===== config.mk =====
export PLATFORM = sky130hd
export DESIGN_NAME = alu_issue_ctrl
export DESIGN_NICKNAME = d
export VERILOG_FILES = /design/src/rtl/alu_issue_ctrl.sv
export SDC_FILE = /design/constraint.sdc
export NUM_CORES = 1
export LEC_CHECK = 0
export ABC_CLOCK_PERIOD_IN_PS = 2600
export CORE_ASPECT_RATIO = 0.9
export CORE_UTILIZATION = 42
export DETAILED_ROUTE_END_ITERATION = 16
export PLACE_DENSITY_LB_ADDON = 0.25
export SKIP_CTS_REPAIR_TIMING = 1
export SLEW_MARGIN = 20
export SYNTH_ARGS = -nofsm -noshare
export SYNTH_HDL_FRONTEND = slang
export SYNTH_SLANG_ARGS = --single-unit

===== constraint.sdc =====
create_clock -name clk -period 2.6 [get_ports clk]
set_clock_uncertainty 0.05 [all_clocks]
set_input_delay 0.52 -clock clk [delete_from_list [all_inputs] [get_ports clk]]
set_output_delay 0.52 -clock clk [all_outputs]
set_load 0.005 [all_outputs]

===== src/rtl/alu_issue_ctrl.sv =====
// Issue front end between decode and the combinational ALU: one op at a time.
// ALU_MULDIV_EN builds the iterative MUL/SMUL/DIV/IDIV engine.
module alu_issue_ctrl #(
    parameter int N = 32
) (
    input  logic         clk,
    input  logic         rst_n,
    input  logic         req_valid,
    output logic         req_ready,
    input  logic [N-1:0] req_a,
    input  logic [N-1:0] req_b,
    input  logic [4:0]   req_aluop,
    output logic [N-1:0] alu_a,
    output logic [N-1:0] alu_b,
    output logic [4:0]   alu_aluop,
    input  logic [N-1:0] alu_final_sum,
    input  logic         alu_cout,
    input  logic         alu_negative_flag,
    input  logic         alu_overflow_flag,
    input  logic         alu_zero_flag,
    output logic         rsp_valid,
    input  logic         rsp_ready,
    output logic [N-1:0] rsp_result,
    output logic         rsp_cout,
    output logic         rsp_negative_flag,
    output logic         rsp_overflow_flag,
    output logic         rsp_zero_flag,
    output logic         rsp_illegal_op,
    output logic         rsp_div_by_zero
);

    typedef enum logic [2:0] {
        IDLE, EXEC, RESP
`ifdef ALU_MULDIV_EN
        , MUL_IT, DIV_IT, FIXUP
`endif
    } state_t;

    state_t state;
    logic   op_bad;

    assign op_bad = (alu_aluop == 5'd0) || (alu_aluop > 5'd19);

`ifdef ALU_MULDIV_EN
    localparam int CW = (N > 1) ? $clog2(N) : 1;
    localparam logic [N-1:0] MIN_NEG = {1'b1, {(N-1){1'b0}}};

    logic [N-1:0]   hi, lo, b_q;
    logic [CW-1:0]  cnt;
    logic [4:0]     op_q;
    logic           neg, dz, ovf_sp;
    logic           is_mul, is_div, sgn;
    logic [N-1:0]   abs_a, abs_b;
    logic [N:0]     m_sum, d_sh, d_diff;
    logic [2*N-1:0] prod, sprod;
    logic [N-1:0]   quot, fix_res;
    logic           fix_ovf, fix_neg;

    assign is_mul = (req_aluop == 5'd4) || (req_aluop == 5'd5);
    assign is_div = (req_aluop == 5'd6) || (req_aluop == 5'd7);
    assign sgn    = req_aluop[0];
    assign abs_a  = (sgn && req_a[N-1]) ? -req_a : req_a;
    assign abs_b  = (sgn && req_b[N-1]) ? -req_b : req_b;

    // hi:lo is the product during MUL_IT, remainder:quotient during DIV_IT
    assign m_sum  = {1'b0, hi} + (lo[0] ? {1'b0, b_q} : '0);
    assign d_sh   = {hi, lo[N-1]};
    assign d_diff = d_sh - {1'b0, b_q};
    assign prod   = {hi, lo};
    assign sprod  = neg ? -prod : prod;
    assign quot   = neg ? -lo : lo;

    always_comb begin
        fix_res = lo;
        fix_ovf = 1'b0;
        fix_neg = 1'b0;
        unique case (1'b1)
            op_q == 5'd4: fix_ovf = |hi;
            op_q == 5'd5: begin
                fix_res = sprod[N-1:0];
                fix_ovf = !((&sprod[2*N-1:N-1]) || !(|sprod[2*N-1:N-1]));
                fix_neg = sprod[N-1];
            end
            op_q == 5'd7: begin
                fix_res = quot;
                fix_ovf = ovf_sp;
                fix_neg = quot[N-1];
            end
            default: ;
        endcase
    end
`else
    assign rsp_div_by_zero = 1'b0;
`endif

    always_ff @(posedge clk or negedge rst_n) begin
        if (!rst_n) begin
            state             <= IDLE;
            req_ready         <= 1'b1;
            rsp_valid         <= 1'b0;
            alu_a             <= '0;
            alu_b             <= '0;
            alu_aluop         <= '0;
            rsp_result        <= '0;
            rsp_cout          <= 1'b0;
            rsp_negative_flag <= 1'b0;
            rsp_overflow_flag <= 1'b0;
            rsp_zero_flag     <= 1'b0;
            rsp_illegal_op    <= 1'b0;
`ifdef ALU_MULDIV_EN
            rsp_div_by_zero   <= 1'b0;
            hi                <= '0;
            lo                <= '0;
            b_q               <= '0;
            cnt               <= '0;
            op_q              <= '0;
            neg               <= 1'b0;
            dz                <= 1'b0;
            ovf_sp            <= 1'b0;
`endif
        end else begin
            unique case (state)
                IDLE: if (req_valid) begin
                    req_ready <= 1'b0;
`ifdef ALU_MULDIV_EN
                    if (is_mul || is_div) begin
                        op_q   <= req_aluop;
                        hi     <= '0;
                        lo     <= abs_a;
                        b_q    <= abs_b;
                        cnt    <= '0;
                        dz     <= 1'b0;
                        neg    <= sgn & (req_a[N-1] ^ req_b[N-1]);
                        ovf_sp <= (req_aluop == 5'd7) && (req_a == MIN_NEG)
                                  && (&req_b);
                        state  <= is_mul ? MUL_IT : DIV_IT;
                    end else
`endif
                    begin
                        alu_a     <= req_a;
                        alu_b     <= req_b;
                        alu_aluop <= req_aluop;
                        state     <= EXEC;
                    end
                end
                EXEC: begin
                    alu_a     <= '0;
                    alu_b     <= '0;
                    alu_aluop <= '0;
                    rsp_valid <= 1'b1;
                    state     <= RESP;
                    rsp_result        <= op_bad ? '0 : alu_final_sum;
                    rsp_cout          <= !op_bad && alu_cout;
                    rsp_negative_flag <= !op_bad && alu_negative_flag;
                    rsp_overflow_flag <= !op_bad && alu_overflow_flag;
                    rsp_zero_flag     <= !op_bad && alu_zero_flag;
                    rsp_illegal_op    <= op_bad;
`ifdef ALU_MULDIV_EN
                    rsp_div_by_zero   <= 1'b0;
`endif
                end
`ifdef ALU_MULDIV_EN
                MUL_IT: begin
                    {hi, lo} <= {m_sum, lo[N-1:1]};
                    cnt      <= cnt + 1'b1;
                    if (cnt == CW'(N-1)) state <= FIXUP;
                end
                DIV_IT: begin
                    if (b_q == '0) begin
                        lo    <= '1;
                        neg   <= 1'b0;
                        dz    <= 1'b1;
                        state <= FIXUP;
                    end else begin
                        hi  <= d_diff[N] ? d_sh[N-1:0] : d_diff[N-1:0];
                        lo  <= {lo[N-2:0], !d_diff[N]};
                        cnt <= cnt + 1'b1;
                        if (cnt == CW'(N-1)) state <= FIXUP;
                    end
                end
                FIXUP: begin
                    rsp_result        <= fix_res;
                    rsp_cout          <= 1'b0;
                    rsp_negative_flag <= fix_neg;
                    rsp_overflow_flag <= fix_ovf;
                    rsp_zero_flag     <= (fix_res == '0);
                    rsp_illegal_op    <= 1'b0;
                    rsp_div_by_zero   <= dz;
                    rsp_valid         <= 1'b1;
                    state             <= RESP;
                end
`endif
                RESP: if (rsp_ready) begin
                    rsp_valid <= 1'b0;
                    req_ready <= 1'b1;
                    state     <= IDLE;
                end
                default: state <= IDLE;
            endcase
        end
    end

endmodule


==> impl_results.md, run 1 <==
- Crit path depth: 1
- WS Path Type: reg -> out
- WL final: 10.4 mm
- Hold/Removal Path Class: in -> async
- Final Worst Setup Slack: 614 ps
- CP Capture Type: output pin
- CP arrival: roughly 1400 ps
- Via/cell ratio: 5.09
- Slew headroom: 44.3%
- Syn Inst Count: 258
- Initial core utilization: 43.5%
- Crit path max fanout: 3
- Yosys cell types: 21
- Mux share of post-synthesis cell area: 0%
- DRT iter0 DRCs: 151
- Initial antenna violation count: 0
- XOR/XNOR Fraction of Synth Area: 0%
- Pwr per Cell Area: 1140 mW/mm²
- DR vias: about 3,000
- Area share of fa/ha/maj cells after synthesis: 0%
- Nets@finish: ~580
- Status: finished clean
- RSZ-0062 raised after global routing: false
- Layout cell share with drive strength beyond 1: 13.5%
- Residual DRC: 0
- I/O pin total: about 220
- Clk root buf: clkbuf_8
- Worst reg2reg path depth: 4
- Largest net degree at the start of global routing: 71
- # rows: 33
- Worst reg2reg setup slack: 750 ps
- CP delay by family, top: flip-flops
- DP Worst Slack: 331 ps
- Final slew viol count: 0
- Crit-path cells: clkdlybuf4s50_1
- Fin Setup TNS: 0 ps
- Number of diodes: 0
- HPWL Detailed: roughly 7.2 mm
- Final Non-Filler Cells: 595
- Tightest Pin Transition: 833 ps
- CTS sink cnt: 110
- Placed cells: 579
- Die ar.: 0.00989 mm²
- Critical path required time: 2030 ps
- GRT Util Overall: between 20% and 30%
- Largest family of logic cells by synthesized area: compound AO/OA/AOI/OAI gates
- Max Cap Viol: 0
- # setup viols final: 0
- Final Hold Viols: 0
- VDD IR-drop max: 0.546 mV
- Synthesis Warnings: 0
- Synth Register Bits: 110
- Reg-to-Reg Start: state[1]$_DFFE_PN0P_
- Compound-Gate Fraction of Synth Area: between 20% and 30%
- Reg2reg end: rsp_result[0]$_DFFE_PN0P_
- Synthesized Nets: 367
- Die width: 105 µm
- Critical Path Start Type: register
- Worst-Skew Late Latency: between 300 and 400 ps
- Grt ovf: 0
- Drt wl/cell: 17.5 µm
- TritonCTS clock tree: done
- Simple-gate share of the synthesized area: 1.10%
- Core Footprint: 0.00917 mm²
- Worst-path clk slew: roughly 100 ps
- Deepest clock path buffer count: 2
- # port buffers: 216
- Slowest cell on crit path: dfstp_2
- Tcrit/Tclk final: between 70% and 80%
- Antenna Nets Post-Route: 0
- Global-route wire length before repair: 16.1 mm
- Crit-path max cell delay: about 550 ps
- CP Buf/Inv Count: 1
- Vias in the first global route: 3,053
- Final min period: a little under 2000 ps
- Leakage power: ~2.8 nW
- Mapped Avg Cell Area: 15.5 µm²
- Syn-to-layout area delta: 62.5%
- GPL Wtd Cong: 0.750
- Post-synthesis sequential area ratio: 69.1%
- Fmax: just over 0.5 GHz
- H-tree depth reported by CTS: 3
- Pre-antenna DRT Iters: 4
- Cts bufs inserted: 9
- Die height: around 94 µm
- Synthesized area: 0.00399 mm²
==> cells in the mapped netlist (all sizes together) <==
master        number  area, µm²
nand2              2       7.51
a211oi             1       20.0
dfstp              1       26.3
inv                3       11.3
clkbuf             5       18.8
o21a               1       7.51
dfrtp            109       2730
o21bai             1       11.3
dlymetal6s2s       1       12.5
o21ai              1       5.00
a22o             105        966
a21oi              5       25.0
conb               1       3.75
buf               16        108
nor3               1       5.00
nor2               3       11.3
nand2b             2       20.0
==> routing by layer <==
layer  vias up  track usage [%]  part of all wire [%]
met5         -                0                     0
met4         0             6.57                   2.2
met3        17             7.94                   8.7
met2       147             32.7                    47
met1      1468             27.7                    42
li1       1399                -                     -
==> worst max path at each step <==
stage | to | slack (ps) | startpoint
2_1_floorplan | rsp_result[10]$_DFFE_PN0P_ | 1170 | alu_aluop[3]$_DFFE_PN0P_
3_3_place_gp | alu_b[14]$_DFFE_PN0P_ | 380 | req_valid
3_5_place_dp | alu_b[17]$_DFFE_PN0P_ | 330 | req_valid
4_1_cts | req_ready | 580 | req_ready$_DFFE_PN1P_
5_1_grt | req_ready | 540 | req_ready$_DFFE_PN1P_
6_report | req_ready | 610 | req_ready$_DFFE_PN1P_
==> placed cells by master (no fill, tap or decap) <==
cell | synthesis | routed
a211oi_4 | 1 | 1
a21oi_1 | 5 | 5
a22o_1 | 68 | 68
a22o_2 | 37 | 37
buf_12 | 0 | 3
buf_4 | 1 | 3
bufinv_16 | 0 | 2
clkbuf_8 | 0 | 10
clkdlybuf4s50_1 | 0 | 215
clkinv_2 | 0 | 1
clkinv_4 | 0 | 1
conb_1 | 1 | 1
dfrtp_1 | 109 | 109
dfstp_2 | 1 | 1
inv_1 | 3 | 3
inv_6 | 0 | 2
nand2_1 | 2 | 2
nand2b_1 | 1 | 1
nand2b_4 | 1 | 1
nor2_1 | 3 | 2
nor2_4 | 0 | 1
nor3_1 | 1 | 1
o21a_1 | 1 | 1
o21ai_0 | 1 | 1
o21bai_4 | 0 | 1
==> logic make-up (layout without fill, tap and decap cells) <==
family,Yosys count,in the layout
buffers and inverters,25,240
and+or+nand+nor,8,8
DFF,110,110
other,1,1
AOI/OAI and AO/OA,114,114
==> through the flow <==
step / cell area (µm²) / utilization (%) / hold slack (ps) / power, mW
2_1_floorplan: 3990 / - / 174 / 4.27
3_3_place_gp: 6250 / 68.2 / 434 / 6.20
3_5_place_dp: 6250 / 68.2 / 440 / 6.28
4_1_cts: 6480 / 70.7 / 45.9 / 7.47
5_1_grt: 6480 / 70.7 / 52.3 / 7.82
6_report: 6480 / 70.7 / 47.1 / 7.38
==> where the power goes <==
group	total (mW)	internal [mW]	switching, mW
logic	3.28	2.14	1.14
registers	2.97	2.48	0.490
clock network	1.14	0.576	0.564
total	7.38	5.19	2.19
==> cell type report <==
class	count	area (µm²)
tap	122	153
fill	668	2690
timing repair buffer	221	2230
sequential	110	2750
inverter	3	11.3
clock inverter	6	91.3
multi-input combinational	123	1100
clock buffer	10	138
==> sequential cells by signal, summed over array words and instances, names as in the netlist, 2 cells and up <==
register,count
state,2
alu_a,32
alu_aluop,5
alu_b,32
rsp_result,32
(Power assumes the default switching activity.)
==> run 2: changes to the inputs <==
ABC_CLOCK_PERIOD_IN_PS = 1640   (was 2600)
CORE_UTILIZATION = 35   (was 42)
clock period = 1.64 ns   (was 2.6 ns; I/O delays follow)
==> impl_results.md, run 2 (synthesis gave the netlist of run 1 again) <==
- Sequential cell area: 0.00275 mm² (unchanged)
- Layout cell share with drive strength beyond 1: 16.7% (+3.1 points)
- Initial core utilization: 36.4% (-7.1 points)
- Crit path max fanout: 2 (-1)
- Worst-path clk slew: 80 ps (-20 ps)
- I/O pin total: 218 (unchanged)
- Leakage power: 3.26 nW (+15%)
- Core Footprint: 0.0109 mm² (+19%)
- Die ar.: 0.0118 mm² (+20%)
- Largest net degree at the start of global routing: 45 (-37%)
- DR vias: 3,129 (+3.2%)
- Number of diodes: 0 (unchanged)
- Final Worst Setup Slack: 32.5 ps (-581 ps)
- Reg power frac: 36.9% (-3.3 points)
- Pwr Total: 12.7 mW (+72%)
- Status: finished clean
- Area after DPL: 0.00638 mm² (+2.1%)
- Initial antenna violation count: 0 (unchanged)
- Pwr per Cell Area: 1850 mW/mm² (+62%)
- Fill cells: 866 (+30%)
- Drt wl/cell: 16.8 µm (-3.9%)
- Fmax: 0.622 GHz
- CP Buf/Inv Count: 1 (unchanged)
- Antenna Nets Post-Route: 0 (unchanged)
- VDD IR-drop max: 0.727 mV (+33%)
- Final Non-Filler Cells: 644 (+8.2%)
- Placed cells: 618 (+6.7%)
- Max Cap Viol: 0 (unchanged)
- P_int: 9.03 mW (+74%)
- Die height: 103 µm (+9.3%)
- # port buffers: 216 (unchanged)
- Hold/Removal Path Class: in -> async
- CTS sink cnt: 110 (unchanged)
- Final slew viol count: 0 (unchanged)
- Fin area: 0.00686 mm² (+5.9%)
- Cts bufs inserted: 9 (unchanged)
- Clk network pwr share: 19.8% (+4.4 points)
- Comb power frac: 43.3% (-1.1 points)
- Die width: 114 µm (+9.4%)
- CP delay by family, top: buffers and inverters
- Crit-path cells: clkdlybuf4s50_1
- GPL Wtd Cong: 0.688 (-8.3%)
- Clk root buf: clkbuf_16
- Worst-Skew Late Latency: 330 ps (-20 ps)
- WS Path Type: reg -> out
- H-tree depth reported by CTS: 3 (unchanged)
- Tcrit/Tclk final: 98.0%
- Sw Share: 28.7% (-0.97 points)
- Critical path required time: 1260 ps (-770 ps)
- Final Hold Viols: 0 (unchanged)
- Commonest non-fill, non-tap cell in the layout: clkdlybuf4s50_1
- Deepest clock path buffer count: 2 (unchanged)
- HPWL Detailed: 7.76 mm (+7.8%)
- Fin Setup TNS: 0 ps (unchanged)
- Residual DRC: 0 (unchanged)
- Crit-path max cell delay: 510 ps (-40 ps)
- Critical Path Start Type: register
- Syn-to-layout area delta: 72.1%
- DP Worst Slack: -41.5 ps (-372 ps)
- Reg-to-Reg Start: alu_aluop[0]$_DFFE_PN0P_
- Switch Pwr: 3.63 mW (+66%)
- Nets@finish: 596 (+3.3%)
- Grt ovf: 0 (unchanged)
- Vias in the first global route: 3,125 (+2.4%)
- Multi-input gate area: 0.00110 mm² (unchanged)
- # rows: 36 (+9.1%)
- Via/cell ratio: 4.86 (-4.6%)
- Layout Utilization: 62.7% (-8.0 points)
- Pre-antenna DRT Iters: 6 (+2)
- Global-route wire length before repair: 16.2 mm (+0.52%)
- WL final: 10.8 mm (+4.0%)
- # setup viols final: 0 (unchanged)
- DRT iter0 DRCs: 95 (-37%)
- GRT Util Overall: 17.7% (-3.4 points)
- CP Capture Type: output pin
- Commonest cells after routing, fill and taps aside: 196 x clkdlybuf4s50_1, 109 x dfrtp_1, 68 x a22o_1
- CP arrival: 1230 ps (-190 ps)
- Crit. Startpoint: alu_b[30]$_DFFE_PN0P_
- TritonCTS clock tree: done
- Final min period: 1610 ps
- Hold WS: 376 ps (+329 ps)
- Biggest regs: alu_a x32, alu_b x32, rsp_result x32
- Slowest cell on crit path: clkdlybuf4s50_1
## run 2: changes by cell type in the layout (fill, tap and decap cells not counted), sizes merged
cell / change
clkbuf: -1
dlygate4sd3: +1
buf: +18
inv: +1
clkinv: -1
clkdlybuf4s50: -19
dlymetal6s2s: +19
bufinv: +1
## run 2: final timing paths
kind | to | slack, ps | depth (start not counted)
min in group clk | rsp_result[22]$_DFFE_PN0P_ | 460 | 1
hold / removal | rsp_result[28]$_DFFE_PN0P_ | 380 | 2
max in group asynchronous | req_ready$_DFFE_PN1P_ | 590 | 3
setup / recovery | alu_b[30] | 30 | 1
hold reg to reg | rsp_result[22]$_DFFE_PN0P_ | 460 | 1
setup reg to reg | rsp_result[19]$_DFFE_PN0P_ | 100 | 5
## run 2: layout make-up
| class | count | share of cell area [%] |
|---|---|---|
| clock buffer | 9 | 3.28 |
| clock inverter | 7 | 1.82 |
| inverter | 3 | 0.164 |
| multi-input combinational | 123 | 16.0 |
| sequential | 110 | 40.1 |
| tap | 152 | 2.77 |
| timing repair buffer | 240 | 35.8 |
## run 2: metal layers
metal | vias up | track usage (%) | routed length, µm
met4 | 0 | 4.50 | 42
met1 | 1542 | 23.8 | 4720
met2 | 144 | 28.0 | 5080
met5 | - | 0 | 0
met3 | 4 | 5.54 | 992
li1 | 1439 | - | -
## run 2: power by group through the flow
stage / clock [mW] / combinational (mW) / sequential (mW)
after CTS: 2.57 / 5.46 / 4.70
after global placement: 0 / 5.33 / 4.69
after global routing: 2.69 / 5.89 / 4.82
final: 2.50 / 5.49 / 4.67
after floorplan: 0 / 2.05 / 4.73
after detailed placement: 0 / 5.47 / 4.68
